==> src/rtl/pipeline_stall_ctrl.sv <==
// Hazard and stall sequencer for the 5-stage pipeline: load-use stalls, branch
// flushes, and variable-latency data-memory waits with a timeout into a sticky error.
module pipeline_stall_ctrl #(
    parameter int MEM_TIMEOUT = 64,
    parameter int CNT_W       = 32
) (
    input  logic             clk_i,
    input  logic             rst_i,
    input  logic             IDEX_MemRead_i,
    input  logic [4:0]       IDEX_RDaddr_i,
    input  logic [4:0]       IFID_RS1addr_i,
    input  logic [4:0]       IFID_RS2addr_i,
    input  logic             Branch_taken_i,
    input  logic             EXMEM_MemRead_i,
    input  logic             EXMEM_MemWrite_i,
    input  logic             mem_ack_i,
    output logic             mem_req_o,
    output logic             PCWrite_o,
    output logic             IFID_Write_o,
    output logic             IFID_Flush_o,
    output logic             IDEX_Bubble_o,
    output logic             EXMEM_Write_o,
    output logic             MEMWB_Write_o,
    output logic             MEMWB_Bubble_o,
    output logic             mem_err_o,
    output logic [CNT_W-1:0] stall_cnt_o,
    output logic [1:0]       state_o
);

    localparam int TW = $clog2(MEM_TIMEOUT) + 1;

    typedef enum logic [1:0] {
        RUN      = 2'd0,
        MEM_WAIT = 2'd1,
        ERROR    = 2'd2
    } state_t;

    state_t        state;
    state_t        state_nxt;
    logic [TW-1:0] tcnt;
    logic [TW-1:0] tcnt_nxt;
    logic          err_nxt;

    logic mem_access;
    logic loaduse;
    logic advance;
    logic freeze;

    assign mem_access = EXMEM_MemRead_i | EXMEM_MemWrite_i;
    assign loaduse    = IDEX_MemRead_i && (IDEX_RDaddr_i != 5'd0) &&
                        ((IDEX_RDaddr_i == IFID_RS1addr_i) ||
                         (IDEX_RDaddr_i == IFID_RS2addr_i));

    // A pending memory access without ack freezes everything; an ack in
    // MEM_WAIT makes the cycle behave exactly like a zero-wait RUN cycle.
    always_comb begin
        advance = 1'b0;
        freeze  = 1'b0;
        case (state)
            RUN: begin
                advance = !mem_access || mem_ack_i;
                freeze  = mem_access && !mem_ack_i;
            end
            MEM_WAIT: begin
                advance = mem_ack_i;
                freeze  = !mem_ack_i;
            end
            default: begin
                advance = 1'b0;
                freeze  = 1'b0;
            end
        endcase
    end

    // State register
    always_ff @(posedge clk_i) begin
        if (rst_i) begin
            state     <= RUN;
            tcnt      <= '0;
            mem_err_o <= 1'b0;
        end else begin
            state     <= state_nxt;
            tcnt      <= tcnt_nxt;
            mem_err_o <= err_nxt;
        end
    end

    // Next-state logic
    always_comb begin
        state_nxt = state;
        tcnt_nxt  = tcnt;
        err_nxt   = mem_err_o;
        case (state)
            RUN: begin
                if (mem_access && !mem_ack_i) begin
                    state_nxt = MEM_WAIT;
                    tcnt_nxt  = TW'(1);
                end
            end
            MEM_WAIT: begin
                if (mem_ack_i) begin
                    state_nxt = RUN;
                    tcnt_nxt  = '0;
                end else if (tcnt == TW'(MEM_TIMEOUT - 1)) begin
                    state_nxt = ERROR;
                    err_nxt   = 1'b1;
                end else begin
                    tcnt_nxt = tcnt + TW'(1);
                end
            end
            ERROR: begin
                state_nxt = ERROR;
            end
            default: begin
                state_nxt = RUN;
                tcnt_nxt  = '0;
            end
        endcase
    end

    // Output logic; the default is the ERROR pattern (everything held, MEM/WB bubbled)
    always_comb begin
        mem_req_o      = 1'b0;
        PCWrite_o      = 1'b0;
        IFID_Write_o   = 1'b0;
        IFID_Flush_o   = 1'b0;
        IDEX_Bubble_o  = 1'b0;
        EXMEM_Write_o  = 1'b0;
        MEMWB_Write_o  = 1'b0;
        MEMWB_Bubble_o = 1'b1;
        if (advance) begin
            mem_req_o      = mem_access;
            PCWrite_o      = 1'b1;
            IFID_Write_o   = 1'b1;
            EXMEM_Write_o  = 1'b1;
            MEMWB_Write_o  = 1'b1;
            MEMWB_Bubble_o = 1'b0;
            if (loaduse) begin
                PCWrite_o     = 1'b0;
                IFID_Write_o  = 1'b0;
                IDEX_Bubble_o = 1'b1;
            end else if (Branch_taken_i) begin
                IFID_Flush_o = 1'b1;
            end
        end else if (freeze) begin
            mem_req_o      = 1'b1;
            MEMWB_Write_o  = 1'b1;
            MEMWB_Bubble_o = 1'b1;
        end
    end

    // Saturating performance counter of cycles in which the PC is held
    always_ff @(posedge clk_i) begin
        if (rst_i) begin
            stall_cnt_o <= '0;
        end else if (!PCWrite_o && (stall_cnt_o != {CNT_W{1'b1}})) begin
            stall_cnt_o <= stall_cnt_o + CNT_W'(1);
        end
    end

    assign state_o = state;

endmodule

==> config.mk <==
export PLATFORM = sky130hd
export DESIGN_NAME = pipeline_stall_ctrl
export DESIGN_NICKNAME = d
export VERILOG_FILES = /design/src/rtl/pipeline_stall_ctrl.sv
export SDC_FILE = /design/constraint.sdc
export NUM_CORES = 1
export LEC_CHECK = 0
export CAP_MARGIN = 40
export CELL_PAD_IN_SITES_DETAIL_PLACEMENT = 1
export CELL_PAD_IN_SITES_GLOBAL_PLACEMENT = 1
export CORE_MARGIN = 1.5
export CORE_UTILIZATION = 30
export CTS_BUF_LIST = sky130_fd_sc_hd__clkbuf_16
export DETAILED_ROUTE_END_ITERATION = 6
export PLACE_DENSITY_LB_ADDON = 0.1
export SLEW_MARGIN = 10
export SYNTH_ARGS = -nofsm -noshare
export SYNTH_HDL_FRONTEND = slang
export SYNTH_SLANG_ARGS = --single-unit
==> constraint.sdc <==
create_clock -name clk_i -period 3.32 [get_ports clk_i]
set_clock_uncertainty 0.05 [all_clocks]
set_input_delay 0.332 -clock clk_i [delete_from_list [all_inputs] [get_ports clk_i]]
set_output_delay 0.332 -clock clk_i [all_outputs]
set_load 0.03 [all_outputs]
==> flow_summary.yaml <==
final_layout:
  nets: 375
  layout_common_cells: "clkdlybuf4s50_1 (61), dfxtp_1 (42), a21oi_1 (32)"
  finalNonFillerCells: 452
  area_growth_pct: 33.0
  antenna_cells: 0
  final_layout_size_suffix_gt1_share_pct: 8.86
  final_common_cell: "clkdlybuf4s50_1"
place:
  gp_congestion: 0.742
  dp_hpwl_um: 5290
  io_buffers: 64
  dp.cells: 446
  dp_slack_ns: 0.457
critical_path:
  worstSetupEndpointType: "output port"
  required_ns: 2.94
  crit_type: "input port to output port"
  r2r-start: "state_o[0]$_SDFFE_PP0P_"
  crit_chain: "clkdlybuf4s50_1 -> or4_1 -> o21a_1 -> a21o_1 -> inv_2 -> and2_1 -> buf_4"
  r2r_cells: 7
  slowest_stage: "or4_1"
  cp_max_fo: 24
  path_delay_family: "buffers and inverters"
  crit_buf_inv: 3
  critical-path-max-stage-delay_ns: 0.55
  critical_path.startpoint_type: "input port"
  cp-endpoint: "IFID_Flush_o"
  r2r_end: "stall_cnt_o[25]$_SDFFE_PP0P_"
  startpoint: "IDEX_RDaddr_i[1]"
  arrival_ns: 2.45
  cp.depth: 7
  r2r_setup_slack_ns: 0.90
clock_network:
  cts_root_buffer: "clkbuf_16"
  cts_setup_buffers: 0
  htreeDepth: 2
  numCtsBuffers: 5
  ctsHoldBuffers: 0
  clock_sinks: 42
  clk_latency_ns: 0.28
  ctsResizeCount: 0
  clockBufferDepth: 2
  cts.clk_slew.worst_paths_ns: 0.06
  cts_tree: "done"
timing:
  maxSlewViolCount: 0
  timing.final.crit_period_ns: 2.84
  fin_crit_sh_pct: 85.4
  relSlewSlack_pct: 43.6
  fmax_mhz: 353
  setup_tns_ns: 0
  grt_setup_unrepaired: "false"
  setup_slack_ns: 0.483
  setup_viol: 0
  hold_viol_final: 0
  tightest_slew_ns: 0.843
outcome:
  status: "complete, no violations"
detailed_routing:
  dr.pass1.iters: 4
  drcViolationCount: 0
  avgRoutedWirePerCell_um: 16.2
  via_per_inst: 5.45
  drtIter0Drc: 81
  num_vias: 2464
  antenna_left: 0
  wl_um: 7310
synthesis:
  yosys_warnings: 0
  syn-cell-area_mm2: 0.00246
  netlist_instances: 293
  seq_area_frac_synth_pct: 34.1
  async_reset_ff_share_pct: 0
  syn-num-nets: 317
  synth-seq-cells: 42
  avgSynthCellArea_um2: 8.41
  synth-edff-count: 0
  synthFlopType: "dfxtp_1"
  ys_types: 56
floorplan:
  start_util_pct: 31.4
  die_h_um: 93.6
  rows: 32
  fp.dieW_um: 93.6
  fp.dieArea_mm2: 0.00876
  core_area_mm2: 0.00785
  io_pins: 65
global_routing:
  grt_pass1_wl_um: 12300
  antenna_found_initial: 0
  grt_overflow: 0
  track_usage_pct: 17.5
  grt_max_degree: 27
  grt_pass1_vias: 2425
power_and_ir_drop:
  vdd_ir_drop_max_v: 0.000301
  power.clock.fraction_pct: 40.8
  powerDensity_mw_per_mm2: 337
  p_sw_mw: 0.269
  p_comb_share_pct: 12.5
  power_leakage_nw: 1.05
  power_frac_seq_pct: 46.6
  intPower_mw: 0.836
  p_sw_share_pct: 24.3
worst_hold_path:
  hold_path_class: "flip-flop to flip-flop"
flow_run:
  drv_cap: 0
## synth_stat cells, drive strengths merged (6+ instances only)
library cell | number | area (um^2)
nor2 | 19 | 78.8
a21oi | 32 | 160
or4 | 22 | 165
nor4 | 6 | 58.8
nand2 | 21 | 81.3
nand4 | 9 | 68.8
o31ai | 21 | 158
nor3 | 6 | 41.3
o21ai | 10 | 50.0
xnor2 | 10 | 87.6
nand3 | 21 | 115
dfxtp | 42 | 841
buf | 13 | 96.3
and3 | 8 | 60.1
## worst register-to-register path, delay by kind of cell, from the launching register on
family	cells	cell delay [ns]
AOI/OAI and AO/OA	3	0.67
buffers and inverters	2	0.45
DFF	1	0.53
and+or+nand+nor	2	0.65
## cell type report
class                      instances  area, um^2
clock buffer                       5         125
clock inverter                     1        3.75
fill                             952        4570
inverter                           5        18.8
multi-input combinational        228        1490
sequential                        42         841
tap                              102         128
timing repair buffer              69         671
## cells by family after synthesis
group	share of synthesized area [%]
xor gates and xnor gates	3.55
and+or+nand+nor	33.0
muxes	2.29
DFF	34.1
AOI/OAI and AO/OA	20.6
buffers and inverters	5.43
adders and majority gates	1.02
## power by group through the flow
stage               clock [mW]  combinational [mW]  sequential (mW)
floorplan                    0              0.0818            0.529
global placement             0               0.138            0.526
detailed placement           0               0.140            0.526
CTS                      0.470               0.140            0.515
global route             0.492               0.150            0.516
finish                   0.451               0.139            0.515
## state kept, by name (all words and copies together) (netlist names)
| signal | count |
|---|---|
| state_o | 2 |
| mem_err_o | 1 |
| tcnt | 7 |
| stall_cnt_o | 32 |
## stage by stage
step / power [mW] / area, um^2 / utilization (%) / hold WS, ns
2_1_floorplan: 0.611 / 2460 / - / 0.391
3_3_place_gp: 0.665 / 3150 / 40.1 / 0.407
3_5_place_dp: 0.666 / 3150 / 40.1 / 0.423
4_1_cts: 1.13 / 3280 / 41.7 / 0.437
5_1_grt: 1.16 / 3280 / 41.7 / 0.464
6_report: 1.11 / 3280 / 41.7 / 0.436
## worst min-delay path by stage
stage	startpoint	endpoint	slack, ns	cells past startpoint
floorplan	tcnt[6]$_SDFFE_PP0P_	tcnt[6]$_SDFFE_PP0P_	0.39	2
CTS	tcnt[6]$_SDFFE_PP0P_	tcnt[6]$_SDFFE_PP0P_	0.44	2
global placement	tcnt[6]$_SDFFE_PP0P_	tcnt[6]$_SDFFE_PP0P_	0.41	2
finish	tcnt[5]$_SDFFE_PP0P_	tcnt[5]$_SDFFE_PP0P_	0.44	1
detailed placement	mem_err_o$_SDFFE_PP0P_	mem_err_o$_SDFFE_PP0P_	0.42	2
global route	tcnt[6]$_SDFFE_PP0P_	tcnt[6]$_SDFFE_PP0P_	0.46	2
## routing by layer
metal,vias to the layer above,share of wire [%],global-route usage [%]
met2,48,44,27.4
met4,0,0.88,3.73
met3,4,3.8,3.58
met1,1182,51,24.6
met5,-,0,0
li1,1230,-,-
No activity file was read; power rests on OpenSTA's default activity.
